==> src/rtl/imm_operand_encoder_pkg.sv <==
// Shared definitions for the data-processing immediate encode/decode path:
// field widths, the rotate scaling factor and the encoder state encoding.
package imm_operand_encoder_pkg;

    localparam int unsigned DATA_WIDTH  = 32;
    localparam int unsigned IMM_WIDTH   = 8;
    localparam int unsigned ROT_WIDTH   = 4;
    localparam int unsigned ROT_SCALE   = 2;
    localparam int unsigned SHAMT_WIDTH = 5;

    typedef enum logic [1:0] {
        IDLE   = 2'd0,
        SEARCH = 2'd1,
        DONE   = 2'd2
    } enc_state_t;

    // Rotate field counts in units of two bit positions.
    function automatic logic [SHAMT_WIDTH-1:0] rot_amount(input logic [ROT_WIDTH-1:0] rot);
        return SHAMT_WIDTH'(rot) * SHAMT_WIDTH'(ROT_SCALE);
    endfunction

endpackage

==> src/rtl/imm_operand_encoder_rol32.sv <==
// Combinational 32-bit rotate-left by a 5-bit amount; mirror of the
// shifter's rotate-right immediate decode.
module rol32
    import imm_operand_encoder_pkg::*;
(
    input  logic [DATA_WIDTH-1:0]  data,
    input  logic [SHAMT_WIDTH-1:0] amount,
    output logic [DATA_WIDTH-1:0]  result
);

    logic [2*DATA_WIDTH-1:0] doubled;

    // Shifting the doubled word left leaves the wrapped bits in the upper half.
    always_comb begin
        doubled = {data, data} << amount;
        result  = doubled[2*DATA_WIDTH-1:DATA_WIDTH];
    end

endmodule

==> src/rtl/imm_operand_encoder.sv <==
// Multi-cycle search for {rot, imm8} with ROR(imm8, 2*rot) == value,
// trying one rotate candidate per clock, smallest rotate first.
module imm_operand_encoder #(
    parameter int unsigned DATA_WIDTH = 32,
    parameter int unsigned IMM_WIDTH  = 8,
    parameter int unsigned ROT_WIDTH  = 4
) (
    input  logic                          clk,
    input  logic                          reset,
    input  logic                          start,
    input  logic [DATA_WIDTH-1:0]         value,
    output logic                          busy,
    output logic                          done,
    output logic                          encodable,
    output logic [ROT_WIDTH+IMM_WIDTH-1:0] shifter_operand,
    output logic                          carry_out
);

    import imm_operand_encoder_pkg::*;

    enc_state_t              state, state_next;
    logic [DATA_WIDTH-1:0]   value_reg;
    logic [DATA_WIDTH-1:0]   cand;
    logic [ROT_WIDTH-1:0]    rot_cnt;
    logic [SHAMT_WIDTH-1:0]  shamt;
    logic                    hit;
    logic                    last_cand;
    logic                    accept;
    logic                    latch_hit;
    logic                    latch_miss;
    logic                    advance;

    assign shamt = rot_amount(rot_cnt);

    rol32 u_rol32 (
        .data   (value_reg),
        .amount (shamt),
        .result (cand)
    );

    assign hit       = (cand[DATA_WIDTH-1:IMM_WIDTH] == '0);
    assign last_cand = (rot_cnt == '1);

    always_comb begin
        state_next = state;
        busy       = 1'b0;
        done       = 1'b0;
        accept     = 1'b0;
        latch_hit  = 1'b0;
        latch_miss = 1'b0;
        advance    = 1'b0;
        case (state)
            IDLE: begin
                if (start) begin
                    accept     = 1'b1;
                    state_next = SEARCH;
                end
            end
            SEARCH: begin
                busy = 1'b1;
                if (hit) begin
                    latch_hit  = 1'b1;
                    state_next = DONE;
                end else if (last_cand) begin
                    latch_miss = 1'b1;
                    state_next = DONE;
                end else begin
                    advance = 1'b1;
                end
            end
            DONE: begin
                done       = 1'b1;
                state_next = IDLE;
            end
            default: state_next = IDLE;
        endcase
    end

    always_ff @(posedge clk) begin
        if (reset) begin
            state           <= IDLE;
            value_reg       <= '0;
            rot_cnt         <= '0;
            encodable       <= 1'b0;
            shifter_operand <= '0;
            carry_out       <= 1'b0;
        end else begin
            state <= state_next;
            if (accept) begin
                value_reg <= value;
                rot_cnt   <= '0;
            end
            if (advance) begin
                rot_cnt <= rot_cnt + 1'b1;
            end
            // Results persist through IDLE until the next search produces new ones.
            if (latch_hit) begin
                encodable       <= 1'b1;
                shifter_operand <= {rot_cnt, cand[IMM_WIDTH-1:0]};
                carry_out       <= (rot_cnt != '0) & value_reg[DATA_WIDTH-1];
            end
            if (latch_miss) begin
                encodable       <= 1'b0;
                shifter_operand <= '0;
                carry_out       <= 1'b0;
            end
        end
    end

endmodule
==> config.mk <==
export PLATFORM = sky130hd
export DESIGN_NAME = imm_operand_encoder
export DESIGN_NICKNAME = d
export VERILOG_FILES = /design/src/rtl/imm_operand_encoder_pkg.sv /design/src/rtl/imm_operand_encoder_rol32.sv /design/src/rtl/imm_operand_encoder.sv
export SDC_FILE = /design/constraint.sdc
export NUM_CORES = 1
export LEC_CHECK = 0
export BUFFER_PORTS_ARGS = -buffer_cell sky130_fd_sc_hd__buf_2
export CORE_MARGIN = 4
export CORE_UTILIZATION = 59
export CTS_CLUSTER_DIAMETER = 60
export DETAILED_ROUTE_END_ITERATION = 8
export PLACE_DENSITY = 0.85
export REMOVE_ABC_BUFFERS = 1
export SLEW_MARGIN = 20
export SYNTH_ARGS = -nofsm -noshare
export SYNTH_HDL_FRONTEND = slang
export SYNTH_HIERARCHICAL = 1
export SYNTH_SLANG_ARGS = --single-unit
export TNS_END_PERCENT = 5
==> constraint.sdc <==
create_clock -name clk -period 4.32 [get_ports clk]
set_clock_uncertainty 0.2 [all_clocks]
set_input_delay 0.864 -clock clk [delete_from_list [all_inputs] [get_ports clk]]
set_output_delay 0.864 -clock clk [all_outputs]
set_load 0.03 [all_outputs]
### After elaboration in Yosys (flattened, before gate mapping)

Index checks and enable logic that the tools add are counted.
W data, S select, Z words.

| cells by class | value |
|---|---|
| add/sub/neg operators | 1 |
| equality and inequality tests | 5 |
| shifts and indexed selects | 1 |
| mux-type cells | 18 |
| bitwise operators | 1 |
| reductions and logical operators | 6 |

Operators by type and width:

| cell | number |
|---|---|
| $shl A64 B5 Y64 | 1 |
| $logic_not A24 Y1 | 1 |
| $mux W1 | 12 |
| $mux W4 | 2 |
| $mux W2 | 3 |
| $add A4 B1 Y4 const B | 1 |
| $eq A4 B4 Y1 const B | 1 |
| $pmux W2 S2 | 1 |
| $reduce_bool A4 Y1 | 1 |
| $ne A3 B3 Y1 const B | 1 |
| $eq A2 B1 Y1 const B | 1 |
| $eq A2 B2 Y1 const B | 1 |
| $logic_not A2 Y1 | 1 |
| $ne A2 B2 Y1 const B | 1 |
| $reduce_and A2 Y1 | 1 |
| $reduce_bool A2 Y1 | 1 |
| $reduce_or A2 Y1 | 1 |
| $and A1 B1 Y1 | 1 |

| word-level totals | value |
|---|---|
| register bits after elaboration | 52 |
| bits of input ports | 35 |
| output and inout bits | 16 |
| logic and storage cells | 38 |

### Logic depth before layout (Yosys ltp)

| logic depth | value |
|---|---|
| word-level depth | 5 |
| mapped depth | 12 |
| gate-level depth less buffers | 8 |

### Cells and area by module

Netlist, hierarchy kept.

By module, submodules not included:

| module | instances | cells each | area an instance (sq um) | sequential area each (sq um) |
|---|---|---|---|---|
| imm_operand_encoder | 1 | 234 | 1956.9 | 1041.0 |
| rol32 | 1 | 116 | 1949.4 | 0.0 |

### Least setup slack after synthesis

OpenSTA, ideal clock, no wires.

| path | value |
|---|---|
| path kind | reg-to-reg |
| from | reg rot_cnt[2] |
| to | reg shifter_operand[0] |
| library setup time | 0.117 ns |
| data arrival time | 3.205 ns |
| required time | 4.003 ns |
| setup slack | 0.798 ns |
| cell stages (with the launch flop) | 13 |
| path buffers | 4 |
| clock period less this slack | 3.522 ns |
| cell sequence | dfxtp_1 buf_6 buf_6 buf_2 mux4_2 mux4_2 mux2_2 nor4_1 nand4_1 nor3_4 buf_6 mux2i_1 nor2_1 |

| between the ends | value |
|---|---|
| cells in the longest elaborated chain, start to end | 5 |
| elaborated cells on any way between the ends | 9 |
| those cells by class | 1 x eq/ne; 1 x shift; 5 x mux; 2 x reduce/logical |

RTL lines:

| element | line | RTL |
|---|---|---|
| start, declared | imm_operand_encoder.sv:24 | `logic [ROT_WIDTH-1:0] rot_cnt;` |
| start signal, assigned | imm_operand_encoder.sv:94 | `rot_cnt <= rot_cnt + 1'b1;` |
| $shl A64 B5 Y64 * | imm_operand_encoder_rol32.sv:15 | `doubled = {data, data} << amount;` |
| via cand[20] | imm_operand_encoder.sv:23 | `logic [DATA_WIDTH-1:0] cand;` |
| $logic_not A24 Y1 * | imm_operand_encoder.sv:41 | `assign hit = (cand[DATA_WIDTH-1:IMM_WIDTH] == '0);` |
| $mux W1 | imm_operand_encoder.sv:61 | `if (hit) begin` |
| $mux W1 | imm_operand_encoder.sv:52 | `case (state)` |
| $reduce_or A2 Y1 (no source line) | -- |  |
| end signal, assigned | imm_operand_encoder.sv:99 | `shifter_operand <= {rot_cnt, cand[IMM_WIDTH-1:0]};` |
| end, declared | imm_operand_encoder.sv:15 | `output logic [ROT_WIDTH+IMM_WIDTH-1:0] shifter_operand,` |

The timed path passes the listed nets; every way through them passes the cells marked *.
A chain may end at the register's enable or synchronous reset.

### Final worst setup path

| path | value |
|---|---|
| from | reg rot_cnt[0] |
| to | reg carry_out |

| between the ends | value |
|---|---|
| cells in the longest elaborated chain, start to end | 5 |
| elaborated cells on any way between the ends | 11 |
| those cells by class | 1 x eq/ne; 1 x shift; 5 x mux; 1 x bitwise; 3 x reduce/logical |

RTL lines:

| element | line | RTL |
|---|---|---|
| $shl A64 B5 Y64 * | imm_operand_encoder_rol32.sv:15 |  |
| via cand[20] | imm_operand_encoder.sv:23 |  |
| $logic_not A24 Y1 * | imm_operand_encoder.sv:41 |  |
| $mux W1 | imm_operand_encoder.sv:61 |  |
| $mux W1 | imm_operand_encoder.sv:52 |  |
| $reduce_or A2 Y1 (no source line) | -- |  |
| end signal, assigned | imm_operand_encoder.sv:100 | `carry_out <= (rot_cnt != '0) & value_reg[DATA_WIDTH-1];` |
| end, declared | imm_operand_encoder.sv:16 | `output logic carry_out` |

Marks and branches as above.

==> metrics.csv <==
stage,metric,value,unit
sta,Rel. slew slack,39.59,%
setup_path,critical path startpoint category,flip-flop,
setup_path,CP cell instances,"buf_12, mux4_2, mux4_2, mux2_2, nor4_1, nand4_1, o21ai_0, o21bai_1, a21oi_1",
cts,maximum buffer depth of the clock tree,2,
cts,total CTS buffers,5,
synthesis,mapped cell area,3906,µm²
cells_and_area,diode count,0,
sta,Max Fclk,0.2595,GHz
cts,Hold Buf Count CTS,0,
synthesis,post-synth top area share,36.32,%
global_routing,first-pass GRT wire length,14790,µm
setup_path,critical path arrival,3.88,ns
synthesis,"Seq/Total Area, Yosys",26.65,%
place,gp weighted congestion,0.9836,
setup_path,Critical Path Max Stage Delay,0.59,ns
global_routing,vias in the first global route,2882,
routing,Pre-antenna DRT Iters,5,
routing,via count,3099,
routing,DR WL/cell,19.57,µm
cts,clock sinks,52,
routing,final WL,9021,µm
setup_path,Setup Crit Path Kind,flip-flop to flip-flop,
cts,root buffer cell,clkbuf_8,
routing,Iter 0 DRT Violations,398,
setup_path,"Max stage delay cell, worst path",mux4_2,
sta,Slew @ Worst Pin,0.9043,ns
sta,Period minus WS final,3.853,ns
cells_and_area,synthesis-to-finish area growth,8.648,%
sta,Fin Hold WS,0.2971,ns
routing,Post-route DRC,0,
setup_path,Critical Path RT,4.35,ns
cts,H-tree depth,2,
sta,RSZ-0062 raised after global routing,no,
synthesis,yosys warns,6,
pwr,Leak,0.001548,µW
synthesis,ys async rst share,0,%
cts,"Clk pin slew, worst setup/hold paths",0.09,ns
place,port bufs,50,
global_routing,antenna violations before repair,0,
synthesis,#FFs+latches synth,52,
global_routing,largest net degree at the start of global routing,40,
synthesis,main area contributors after synthesis,"mux4_2 (36%), dfxtp_1 (27%), mux2_2 (9.2%), nand2_1 (6.5%), a21oi_1 (4.7%)",
pwr,power consumption,1211,µW
global_routing,GRT Util Overall,24.10,%
routing,Routed Antenna Nets,0,
routing,drt via density,6.722,
sta,Max Slew Vio Count,0,
pwr,power per cell area,285.4,nW/µm²
setup_path,crit path max fanout,26,
synthesis,"Primary FF master, synth",dfxtp_1,
cts,# Post-CTS Setup Buffers,0,
cells_and_area,max reg flops,32,
place,DP HPWL,6883,µm
cells_and_area,share of cells above drive strength 1,43.49,%
global_routing,gr ovfl total,0,
flow_run,maxcap violations,0,
die,die height,89.37,µm
setup_path,"delay-heaviest family, CP",multiplexers,
cells_and_area,Layout Nets,420,
synthesis,Avg Inst Size Synth,11.16,µm²
outcome,status,completed,
sta,Final setup viols,0,
synthesis,"EDFF count, synth",0,
synthesis,Post-synth top cells,"nand2_1 (68), mux4_2 (63), dfxtp_1 (52)",
synthesis,"area leader, netlist",mux4_2,
die,Die Width,89.37,µm
setup_path,most frequent CP cell,mux4_2,
worst_hold_path,Min-Delay Path Class,flip-flop to flip-flop,
die,io pins,51,
cells_and_area,filler cell count,470,
setup_path,critical path endpoint category,flip-flop,
setup_path,Worst Path Buf+Inv,1,
synthesis,"count leader, synth",nand2_1,
die,Core Footprint,6386,µm²
cts,post-cts resize count,0,
cts,CTS tree,done,
cts,clk_lat worst skew,0.30,ns
die,die area,7987,µm²
synthesis,Yosys cell types,30,
die,Core Rows,29,
sta,Final Hold Viols,0,
sta,final period utilization,89.19,%
pwr,maximum vdd ir drop,0.2233,mV
die,Starting Density,61.17,%
synthesis,Synth Instances,350,
==> final cells by class <==
type                    instances  area, µm²  share of cell area (%)
multi-input cells             262       2656                   62.59
flip-flops and latches         52       1044                   24.59
clock inverters                 1      7.507                  0.1769
inverters                       3      11.26                  0.2653
repair buffers                 59      342.8                   8.078
well taps                      77      96.34                   2.270
clock buffers                   7      86.33                   2.034
==> routing by layer <==
| layer | GRT usage, % | wire, µm | vias up |
|---|---|---|---|
| met5 | 0 | 0 | - |
| met4 | 6.495 | 147 | 0 |
| met3 | 4.977 | 900 | 14 |
| met2 | 37.71 | 4440 | 194 |
| met1 | 34.42 | 3532 | 1501 |
| li1 | - | - | 1390 |
==> kinds of logic (layout without fill, tap and decap cells) <==
kind of cell | after synthesis | in the layout | synth area share (%)
buffers and inverters | 36 | 70 | 5.445
other | 1 | 1 | 0.09600
muxes | 109 | 109 | 49.55
adders and majority gates | 2 | 2 | 0.6405
AOI/OAI and AO/OA | 42 | 42 | 5.637
DFF | 52 | 52 | 26.65
xor gates and xnor gates | 1 | 1 | 0.2243
and+or+nand+nor | 107 | 107 | 11.76
==> cells in the final DEF (no fill, tap or decap), types with 3 or more instances in the layout <==
cell,count
a21oi_1,37
buf_2,50
buf_4,7
clkbuf_8,6
dfxtp_1,50
inv_1,3
mux2_2,32
mux2i_1,13
mux4_2,63
nand2_1,67
nand2b_1,4
nand3_1,5
nor2_1,18
nor4_1,6
==> path summary, 6_finish.rpt <==
| check | start | to | slack (ns) | cells after the start |
|---|---|---|---|---|
| setup / recovery | rot_cnt[0] | carry_out | 0.47 | 9 |
| hold / removal | encodable | encodable | 0.30 | 2 |
| setup reg to reg | rot_cnt[0] | carry_out | 0.47 | 9 |
| hold reg to reg | encodable | encodable | 0.30 | 2 |
==> stage by stage <==
| step | instance area, µm² | setup TNS (ns) | worst slack, ns | instances | util [%] |
|---|---|---|---|---|---|
| after floorplan | 3705 | -3.480 | -0.2683 | 317 | - |
| after global placement | 4146 | 0 | 0.5740 | 453 | 64.93 |
| after detailed placement | 4146 | 0 | 0.5554 | 453 | 64.93 |
| after CTS | 4240 | 0 | 0.5043 | 461 | 66.40 |
| after global routing | 4244 | 0 | 0.2129 | 461 | 66.46 |
| final | 4244 | 0 | 0.4670 | 461 | 66.46 |
==> power by group <==
group          leakage, µW  switching, µW  internal, µW
Sequential        0.000425           38.2           507
Clock            0.0000445            160           131
Combinational      0.00108            190           186
Total              0.00155            388           823
==> worst register-to-register path: cells and delay by family, from the launching register on <==
kind / cells / cell delay, ns
AND/OR/NAND/NOR: 2 / 0.61
multiplexers: 3 / 1.41
buffers and inverters: 1 / 0.21
flip-flops: 1 / 0.36
AO/OA/AOI/OAI: 3 / 0.99
Note: power is estimated with default switching activity, not from simulation.
